--- config.mk ---
export PLATFORM = sky130hd
export DESIGN_NAME = sample_fifo
export DESIGN_NICKNAME = d
export VERILOG_FILES = /design/src/rtl/sample_fifo.sv
export SDC_FILE = /design/constraint.sdc
export NUM_CORES = 2
export LEC_CHECK = 0
export ABC_AREA = 1
export BUFFER_PORTS_ARGS = -buffer_cell sky130_fd_sc_hd__buf_2
export CORE_ASPECT_RATIO = 1.25
export CORE_MARGIN = 3
export CORE_UTILIZATION = 50
export DETAILED_ROUTE_END_ITERATION = 16
export GPL_TIMING_DRIVEN = 0
export PLACE_DENSITY_LB_ADDON = 0.08
export SLEW_MARGIN = 30
export SYNTH_ARGS = -nofsm -noshare
export SYNTH_HDL_FRONTEND = slang
export SYNTH_SLANG_ARGS = --single-unit
--- constraint.sdc ---
create_clock -name clk -period 4.1 [get_ports clk]
set_input_delay 0.82 -clock clk [delete_from_list [all_inputs] [get_ports clk]]
set_output_delay 0.82 -clock clk [all_outputs]
set_load 0.02 [all_outputs]
--- src/rtl/sample_fifo.sv ---
// Sample FIFO between the mixer and the delta-sigma DAC.
// The mixer writes whenever space is available; the DAC side pops one sample per
// sample tick once the buffer has been prefilled. An empty buffer at a tick is an
// underrun: the sticky flag is set and the FIFO goes back to prefilling.
// Optional feature macro: SAMPLE_FIFO_UNDERRUN_HOLD_EN. When defined, ticks that
// cannot pop repeat the last DAC sample. When undefined, they output silence (0).
module sample_fifo #(
  parameter int unsigned DW      = 24,
  parameter int unsigned DEPTH   = 128,
  parameter int unsigned PREFILL = 64
) (
  input  logic                     clk,
  input  logic                     reset,
  input  logic                     i_wr_valid,
  input  logic [DW-1:0]            i_wr_data,
  output logic                     o_wr_ready,
  input  logic                     i_sample_tick,
  output logic [DW-1:0]            o_dac_data,
  output logic                     o_dac_valid,
  output logic [$clog2(DEPTH):0]   o_level,
  output logic                     o_underrun,
  input  logic                     i_clr_underrun
);

  localparam int unsigned AW = $clog2(DEPTH);
  localparam int unsigned LW = AW + 1;

  localparam logic [LW-1:0] DepthLvl   = LW'(DEPTH);
  localparam logic [LW-1:0] PrefillLvl = LW'(PREFILL);
  localparam logic [AW-1:0] LastPtr    = AW'(DEPTH - 1);

  typedef enum logic {StFill, StRun} state_e;

  state_e          state_q;
  logic [AW-1:0]   wr_ptr_q, wr_ptr_d;
  logic [AW-1:0]   rd_ptr_q, rd_ptr_d;
  logic [LW-1:0]   level_q, level_d;
  logic [DW-1:0]   dac_data_q;
  logic            dac_valid_q;
  logic            underrun_q;
  logic [DW-1:0]   mem_q [DEPTH];

  logic            wr_ready;
  logic            wr_en;
  logic            tick_run;
  logic            pop;
  logic            underrun_evt;
  logic [DW-1:0]   fill_data;

  // Handshake and pop decode, all from registered state so ready has no input path
  always_comb begin
    wr_ready     = (level_q < DepthLvl);
    wr_en        = i_wr_valid && wr_ready;
    tick_run     = i_sample_tick && (state_q == StRun);
    // A write in the same cycle cannot rescue an empty buffer
    pop          = tick_run && (level_q != '0);
    underrun_evt = tick_run && (level_q == '0);
`ifdef SAMPLE_FIFO_UNDERRUN_HOLD_EN
    fill_data    = dac_data_q;
`else
    fill_data    = '0;
`endif
  end

  // Pointer and occupancy next-state; level is a counter, not a pointer difference
  always_comb begin
    wr_ptr_d = wr_ptr_q;
    rd_ptr_d = rd_ptr_q;
    level_d  = level_q;
    if (wr_en) begin
      wr_ptr_d = (wr_ptr_q == LastPtr) ? '0 : wr_ptr_q + AW'(1);
    end
    if (pop) begin
      rd_ptr_d = (rd_ptr_q == LastPtr) ? '0 : rd_ptr_q + AW'(1);
    end
    unique case ({wr_en, pop})
      2'b10:   level_d = level_q + LW'(1);
      2'b01:   level_d = level_q - LW'(1);
      default: level_d = level_q;
    endcase
  end

  // Pointer and level registers
  always_ff @(posedge clk or posedge reset) begin
    if (reset) begin
      wr_ptr_q <= '0;
      rd_ptr_q <= '0;
      level_q  <= '0;
    end else begin
      wr_ptr_q <= wr_ptr_d;
      rd_ptr_q <= rd_ptr_d;
      level_q  <= level_d;
    end
  end

  // Sample storage; deliberately not reset, contents are invalidated by the pointers
  always_ff @(posedge clk) begin
    if (wr_en) begin
      mem_q[wr_ptr_q] <= i_wr_data;
    end
  end

  // Playout FSM with registered DAC outputs and sticky underrun flag
  always_ff @(posedge clk or posedge reset) begin
    if (reset) begin
      state_q     <= StFill;
      dac_data_q  <= '0;
      dac_valid_q <= 1'b0;
      underrun_q  <= 1'b0;
    end else begin
      // Every tick produces a DAC update one clock later, in either state
      dac_valid_q <= i_sample_tick;
      unique case (state_q)
        StFill: begin
          if (i_sample_tick) begin
            dac_data_q <= fill_data;
          end
          if (level_q >= PrefillLvl) begin
            state_q <= StRun;
          end
        end
        StRun: begin
          if (i_sample_tick) begin
            if (level_q != '0) begin
              dac_data_q <= mem_q[rd_ptr_q];
            end else begin
              dac_data_q <= fill_data;
              state_q    <= StFill;
            end
          end
        end
        default: state_q <= StFill;
      endcase
      // A new underrun takes priority over a coincident clear
      if (underrun_evt) begin
        underrun_q <= 1'b1;
      end else if (i_clr_underrun) begin
        underrun_q <= 1'b0;
      end
    end
  end

  assign o_wr_ready  = wr_ready;
  assign o_dac_data  = dac_data_q;
  assign o_dac_valid = dac_valid_q;
  assign o_level     = level_q;
  assign o_underrun  = underrun_q;

  // Occupancy must stay within 0..DEPTH
  a_level_bound: assert property (@(posedge clk) disable iff (reset) level_q <= DepthLvl);

  // A write is never accepted while full
  a_no_write_full: assert property (@(posedge clk) disable iff (reset)
                                    (level_q == DepthLvl) |-> !wr_en);

endmodule

After elaboration in Yosys (flattened, before gate mapping)
Memories as Yosys holds them, arrays and structs flattened.
Cells that the tools add are included.
{"block": "word_totals", "mem_bits_rw": 3072, "out_inout_bits": 35, "regBits": 49, "word_cells": 45, "in_bits": 29, "memories": 1}
{"memory": "mem_q", "depth": 128, "word_bits": 24, "read_ports": 1, "rd_clocked_by_memory_dff": 0, "wr": 1, "line": "41", "text": "logic [DW-1:0] mem_q [DEPTH];"}
{"block": "classes", "order_cmp": 2, "n_bitwise": 1, "n_reduce_logical": 9, "add_sub_neg": 4, "mux": 15, "n_eq_ne": 6}
{"cell": "two-way mux 24 bit", "n": 3}
{"cell": "one-hot mux 24 bit (2 select lines)", "n": 1}
{"cell": "one-hot mux 8 bit (2 select lines)", "n": 1}
{"cell": "adder 7 x 1 -> 7 bit (second input constant)", "n": 2}
{"cell": "equality test 7 bit (second input constant)", "n": 2}
{"cell": "two-way mux 7 bit", "n": 2}
{"cell": "adder 8 x 1 -> 8 bit (second input constant)", "n": 1}
{"cell": "greater-or-equal comparator 8 x 7 -> 1 bit (second input constant)", "n": 1}
{"cell": "zero test 8 bit", "n": 1}
{"cell": "less-than comparator 8 bit (second input constant)", "n": 1}
{"cell": "nonzero test 8 bit", "n": 1}
{"cell": "subtractor 8 x 1 -> 8 bit (second input constant)", "n": 1}
{"cell": "two-way mux 1 bit", "n": 7}
{"cell": "logical AND 1 bit", "n": 4}
{"cell": "inequality test 2 bit (second input constant)", "n": 2}
{"cell": "nonzero test 2 bit", "n": 2}
{"cell": "equality test 2 x 1 -> 1 bit (second input constant)", "n": 1}
{"cell": "equality test 2 bit (second input constant)", "n": 1}
{"cell": "one-hot mux 1 bit (2 select lines)", "n": 1}
{"cell": "AND reduction 2 bit", "n": 1}
{"cell": "inverter 1 bit", "n": 1}

Longest topological paths before layout
{"block": "depth", "ltp_word": 4, "depth_mapped": 19}

Least setup slack after synthesis
OpenSTA, ideal clock, no wires.
{"block": "synth_path", "kind": "input to register", "startpoint": "input i_wr_valid", "endpoint": "memory mem_q[95][0] (enable)", "setup_ns": 0.435, "cell_stages": 6, "path_buffers": 0, "arrival_time_ns": 3.130, "slack_ns": 0.535, "path_cell_list": "nand2_1 -> nor3_1 -> inv_1 -> nor2_1 -> inv_1 -> nor3_1"}
{"block": "synth_between", "elab_chain_cells": 3}
{"item": "from (decl)", "line": "14", "text": "input logic i_wr_valid,"}
{"item": "logical AND 1 bit", "line": "53", "text": "wr_en = i_wr_valid && wr_ready;"}
{"item": "two-way mux 1 bit", "line": "98", "text": "if (wr_en) begin"}
{"item": "two-way mux 1 bit (implied by the code)", "line": "99", "text": "mem_q[wr_ptr_q] <= i_wr_data;"}
{"item": "to (decl)", "line": "41"}
No other way between the ends.

Final worst setup path
{"block": "layout_path", "startpoint": "register rd_ptr_q[0]", "endpoint": "register dac_data_q[11] (netlist: o_dac_data[11])"}
{"block": "layout_between", "elab_chain_cells": 4}
{"item": "from (decl)", "line": "36", "text": "logic [AW-1:0] rd_ptr_q, rd_ptr_d;"}
{"item": "from (signal assigned)", "line": "91", "text": "rd_ptr_q <= rd_ptr_d;"}
{"item": "memory (128 x 24 bit)"}
{"item": "two-way mux 24 bit", "line": "124", "text": "if (level_q != '0) begin"}
{"item": "two-way mux 24 bit", "line": "123", "text": "if (i_sample_tick) begin"}
{"item": "one-hot mux 24 bit (2 select lines)", "line": "113", "text": "unique case (state_q)"}
{"item": "to (signal assigned)", "line": "116", "text": "dac_data_q <= fill_data;"}
{"item": "to (signal assigned)", "line": "125", "text": "dac_data_q <= mem_q[rd_ptr_q];"}
{"item": "to (signal assigned)", "line": "127", "text": "dac_data_q <= fill_data;"}
{"item": "to (decl)", "line": "38", "text": "logic [DW-1:0] dac_data_q;"}
No other way between the ends. The select of a mux whose other input is x is not followed.
A chain may end at the register's enable or synchronous reset.

==> flow_results.org <==
** STA
- For the pin with the worst max-slew slack, the measured transition is 1120 ps.
- The total count of max-transition violations in the final report was 0.
- Final number of hold-violating endpoints :: 0
- In the final timing run, aggregate negative setup slack is -1144 ps.
- Setup violations remaining at the end of the flow were counted as 15.
- Highest Clock Rate :: 231.7 MHz
- After layout, the minimum clock period comes to 4315 ps.
- RSZ-0062 raised after global routing :: false
- Once routing completed, OpenROAD measured the worst setup slack at -215.4 ps.
- Max-slew headroom :: 25.32%
- Clock Skew :: 53.68 ps
- Portion of the clock cycle consumed by the worst path in the final layout :: 105.3%

** Layout
- Final-layout fill cell count :: 21318
- At the end of the flow the core is filled with cells to 58.72%.
- Area overhead of the layout relative to synthesis :: 16.56%
- Final std cells w/o fill :: 15877
- The net count of the finished layout is 12287.
- Of the cells placed in the final design, the portion with a size suffix greater than 1 is 10.09%.

** Logic synthesis
- Counting every instance in the synthesized netlist gives 11643.
- Synthesized netlist net count :: 11677
- edfxtp_1 takes more of the synthesized area than any other cell.
- Register bit count reported by yosys :: 3121
- Synth Warn # :: 0
- Sequential cells were found to cover 72.02% of the synthesized design area.
- Share of Yosys cell area claimed by the top area cell type :: 71.08%
- Dividing the synthesized area by the synthesized cell count gives 11.15 um2.
- The mapped netlist covers 0.1298 mm2.
- Yosys mapped the design onto 32 distinct sky130hd cell types.
- In the post-synthesis netlist, the biggest area contributors are edfxtp_1 71%, nand2_1 8.9%, nor2_1 4.8%.

** Critical path
- Type of element capturing the critical path :: flop
- The worst setup path is of the reg -> reg kind.
- Data on the critical path is required at its endpoint by 4940 ps.
- In this run the register-to-register setup slack is -220 ps.
- Tracing the worst setup path back leads to its startpoint at rd_ptr_q[0]$_DFFE_PP0P_.
- Of all nets on the critical path, the largest fanout is 10.
- STA puts the critical path data arrival time at 5150 ps.
- In this run the critical register-to-register path is launched from rd_ptr_q[0]$_DFFE_PP0P_.
- CP Launch Type :: flop

** Power
- Highest ir drop seen on vdd :: 0.4155 mV
- Power per Cell Area :: 713.9 mW/mm2
- Overall Power :: 108.0 mW
- Lkg Pwr :: 56.97 nW

** Clocking
- Maximum clock insertion buffer count :: 4
- At the later pin of the worst-skew pair, clock insertion delay measures 940 ps.
- Buffers added to address setup during post-CTS repair amount to 0.
- In this run the number of H-tree levels came out at 5.
- After clock tree synthesis, the clock-pin slew on the worst setup and hold paths is 60 ps.
- Number of clock sinks :: 3121
- In this run the clock root is driven by a clkbuf_16.
- TritonCTS built the clock tree.
- Clock buffers created by TritonCTS :: 320

** Place
- Counting tap cells, the placed design contains a total of 15295 instances.
- Placed wire-length estimate :: 388900 um
- Last weighted congestion value of the routability-driven placer :: 1.037
- The count of buffers added on input and output ports is 63.

** GRT
- In the global route stage, overall resource usage came out at 40.62%.
- The initial antenna violation count is 53.
- The via count of the first global-routing pass came to 87409.
- After global routing the overflow that remains totals 0.
- Wire length of the first global-routing pass :: 728500 um
- Entering global routing, the biggest net connects 79 pins.

** Floorplanning
- In this run the core area contains 208 standard-cell rows.
- The die is 575.6 um tall.
- I/O pin count :: 64
- Die width :: 461.7 um
- For this configuration, the core starts out at a cell density of 50.37%.
- The die covers 0.2658 mm2.
- The core region is 0.2576 mm2.

** Routing
- Initial drt markers :: 15153
- After detailed routing, the number of vias per cell comes to 5.964.
- Pre-Repair DR Iteration Count :: 9
- The routed design has 544700 um of wire.
- Once detail routing completed, the nets flagged for antenna violations numbered 0.
- DRC :: 0
- After detailed routing, the average wire length per cell comes to 34.31 um.
- Number of vias after detailed routing :: 94685

** Worst hold path
- Class of the tightest hold or removal check :: in -> reg
- Worst hold start :: i_wr_data[17]

** Flow run
- The tool flagged a number of max-cap violations equal to 0.

** Status
- The checks that failed: negative setup slack.
- The run finished, with violations left.
-- cell families (layout without fill, tap and decap cells) --
| family | after synthesis | in the layout | share of synthesized area, % |
|---|---|---|---|
| compound gates | 1240 | 1240 | 5.147 |
| xor+xnor | 11 | 11 | 0.07424 |
| fa+ha+maj | 5 | 5 | 0.04820 |
| buf+inv | 1583 | 2433 | 5.336 |
| flops | 3121 | 3121 | 72.02 |
| other cells | 0 | 24 | 0 |
| simple gates | 5683 | 5683 | 17.37 |
-- synthesized netlist by cell type (all sizes together) --
| library cell | count |
|---|---|
| and3 | 4 |
| a21boi | 1 |
| o31ai | 1 |
| o311ai | 1 |
| o21ai | 880 |
| clkbuf | 217 |
| inv | 919 |
| o211ai | 181 |
| dfrtp | 49 |
| xor2 | 8 |
| nor2 | 1652 |
| buf | 444 |
| nand4 | 1 |
| xnor2 | 3 |
| nand2 | 3071 |
| o22ai | 5 |
| ha | 5 |
| clkinv | 3 |
| nand3 | 939 |
| a21oi | 166 |
| nor3 | 8 |
| edfxtp | 3072 |
| nor4 | 1 |
| or2 | 7 |
| a31oi | 5 |
-- what timing repair did --
item / 4_1_cts / 5_1_grt
hold buffers: 1 / 0
endpoints found under the setup margin: 21 / 10
hold endpoints to repair: 11 / 0
resized for setup: 26 / 32
-- registers in the layout, indices dropped and copies added, names as in the netlist --
name,count
mem_q,3072
o_dac_data,24
o_dac_valid,1
o_level,8
o_underrun,1
rd_ptr_q,7
state_q,1
wr_ptr_q,7
-- final cells by class --
| class | count | area (um2) | area share (%) |
|---|---|---|---|
| flip-flops and latches | 3121 | 93470 | 61.79 |
| multi-input cells | 6939 | 30390 | 20.09 |
| clock buffers | 407 | 8543 | 5.647 |
| repair buffers | 293 | 6299 | 4.164 |
| well taps | 3360 | 4204 | 2.779 |
| plain buffers | 656 | 3576 | 2.364 |
| inverters | 922 | 3466 | 2.291 |
| clock inverters | 155 | 1267 | 0.8378 |
| diodes | 24 | 60.06 | 0.03970 |
-- metal layers --
| metal | global-route usage [%] | wire length [um] | up-vias | share of wire [%] |
|---|---|---|---|---|
| met1 | 50.73 | 188800 | 46468 | 35 |
| met4 | 35.13 | 58990 | 6 | 11 |
| li1 | - | - | 40589 | - |
| met3 | 7.540 | 56210 | 1440 | 10 |
| met2 | 61.01 | 240700 | 6182 | 44 |
| met5 | 0 | 31 | - | 0.0057 |
-- path summary, 6_finish.rpt --
| kind | endpoint | cells past startpoint |
|---|---|---|
| worst max-delay path | o_dac_data[11]$_DFFE_PP0P_ | 14 |
| worst min-delay path | mem_q[62][17]$_DFFE_PP_ | 1 |
| worst max register to register | o_dac_data[11]$_DFFE_PP0P_ | 14 |
| worst min register to register | o_dac_data[4]$_DFFE_PP0P_ | 2 |
| max in group asynchronous | o_dac_data[3]$_DFFE_PP0P_ | 4 |
| min in group asynchronous | o_level[5]$_DFFE_PP0P_ | 3 |
-- power by group --
group	internal, mW	total, mW	switching, mW
Combinational	9.48	43.5	34.0
Clock	15.9	28.5	12.6
Sequential	35.7	36.0	0.364
-- critical path: stages (launching register included) --
cell,delay (ps)
dfrtp_1,390
buf_6,200
inv_4,200
buf_6,360
buf_6,280
buf_6,360
buf_4,250
nor2_1,50
o211ai_1,260
nand3_1,380
nand2_1,220
nand3_1,390
nand2_1,200
nand3_1,460
nand2_1,170
-- through the flow --
stage	worst slack [ps]	instance area [um2]	hold WS, ps
finish	-215.4	151300	139.0
global route	12.72	151200	105.7
CTS	4.631	151200	87.84
detailed placement	-597.1	141300	464.4
global placement	-3060	134300	460.6
floorplan	535.2	129800	504.8
-- layout by cell type, fill, tap and decap left out, drive strengths merged, types with 3 or more instances in the layout --
cell           count
clkbuf           630
ha                 5
nor3               8
or2                7
buf              722
clkdlybuf4s15      3
o211ai           181
nand2           3071
and3               4
o22ai              5
xor2               8
nand3            939
xnor2              3
a31oi              5
edfxtp          3072
inv              930
dfrtp             49
nor2            1652
diode             24
o21ai            880
a21oi            166
clkinvlp           4
clkinv           124
bufinv            19
Power figures use the tool's default switching activity.
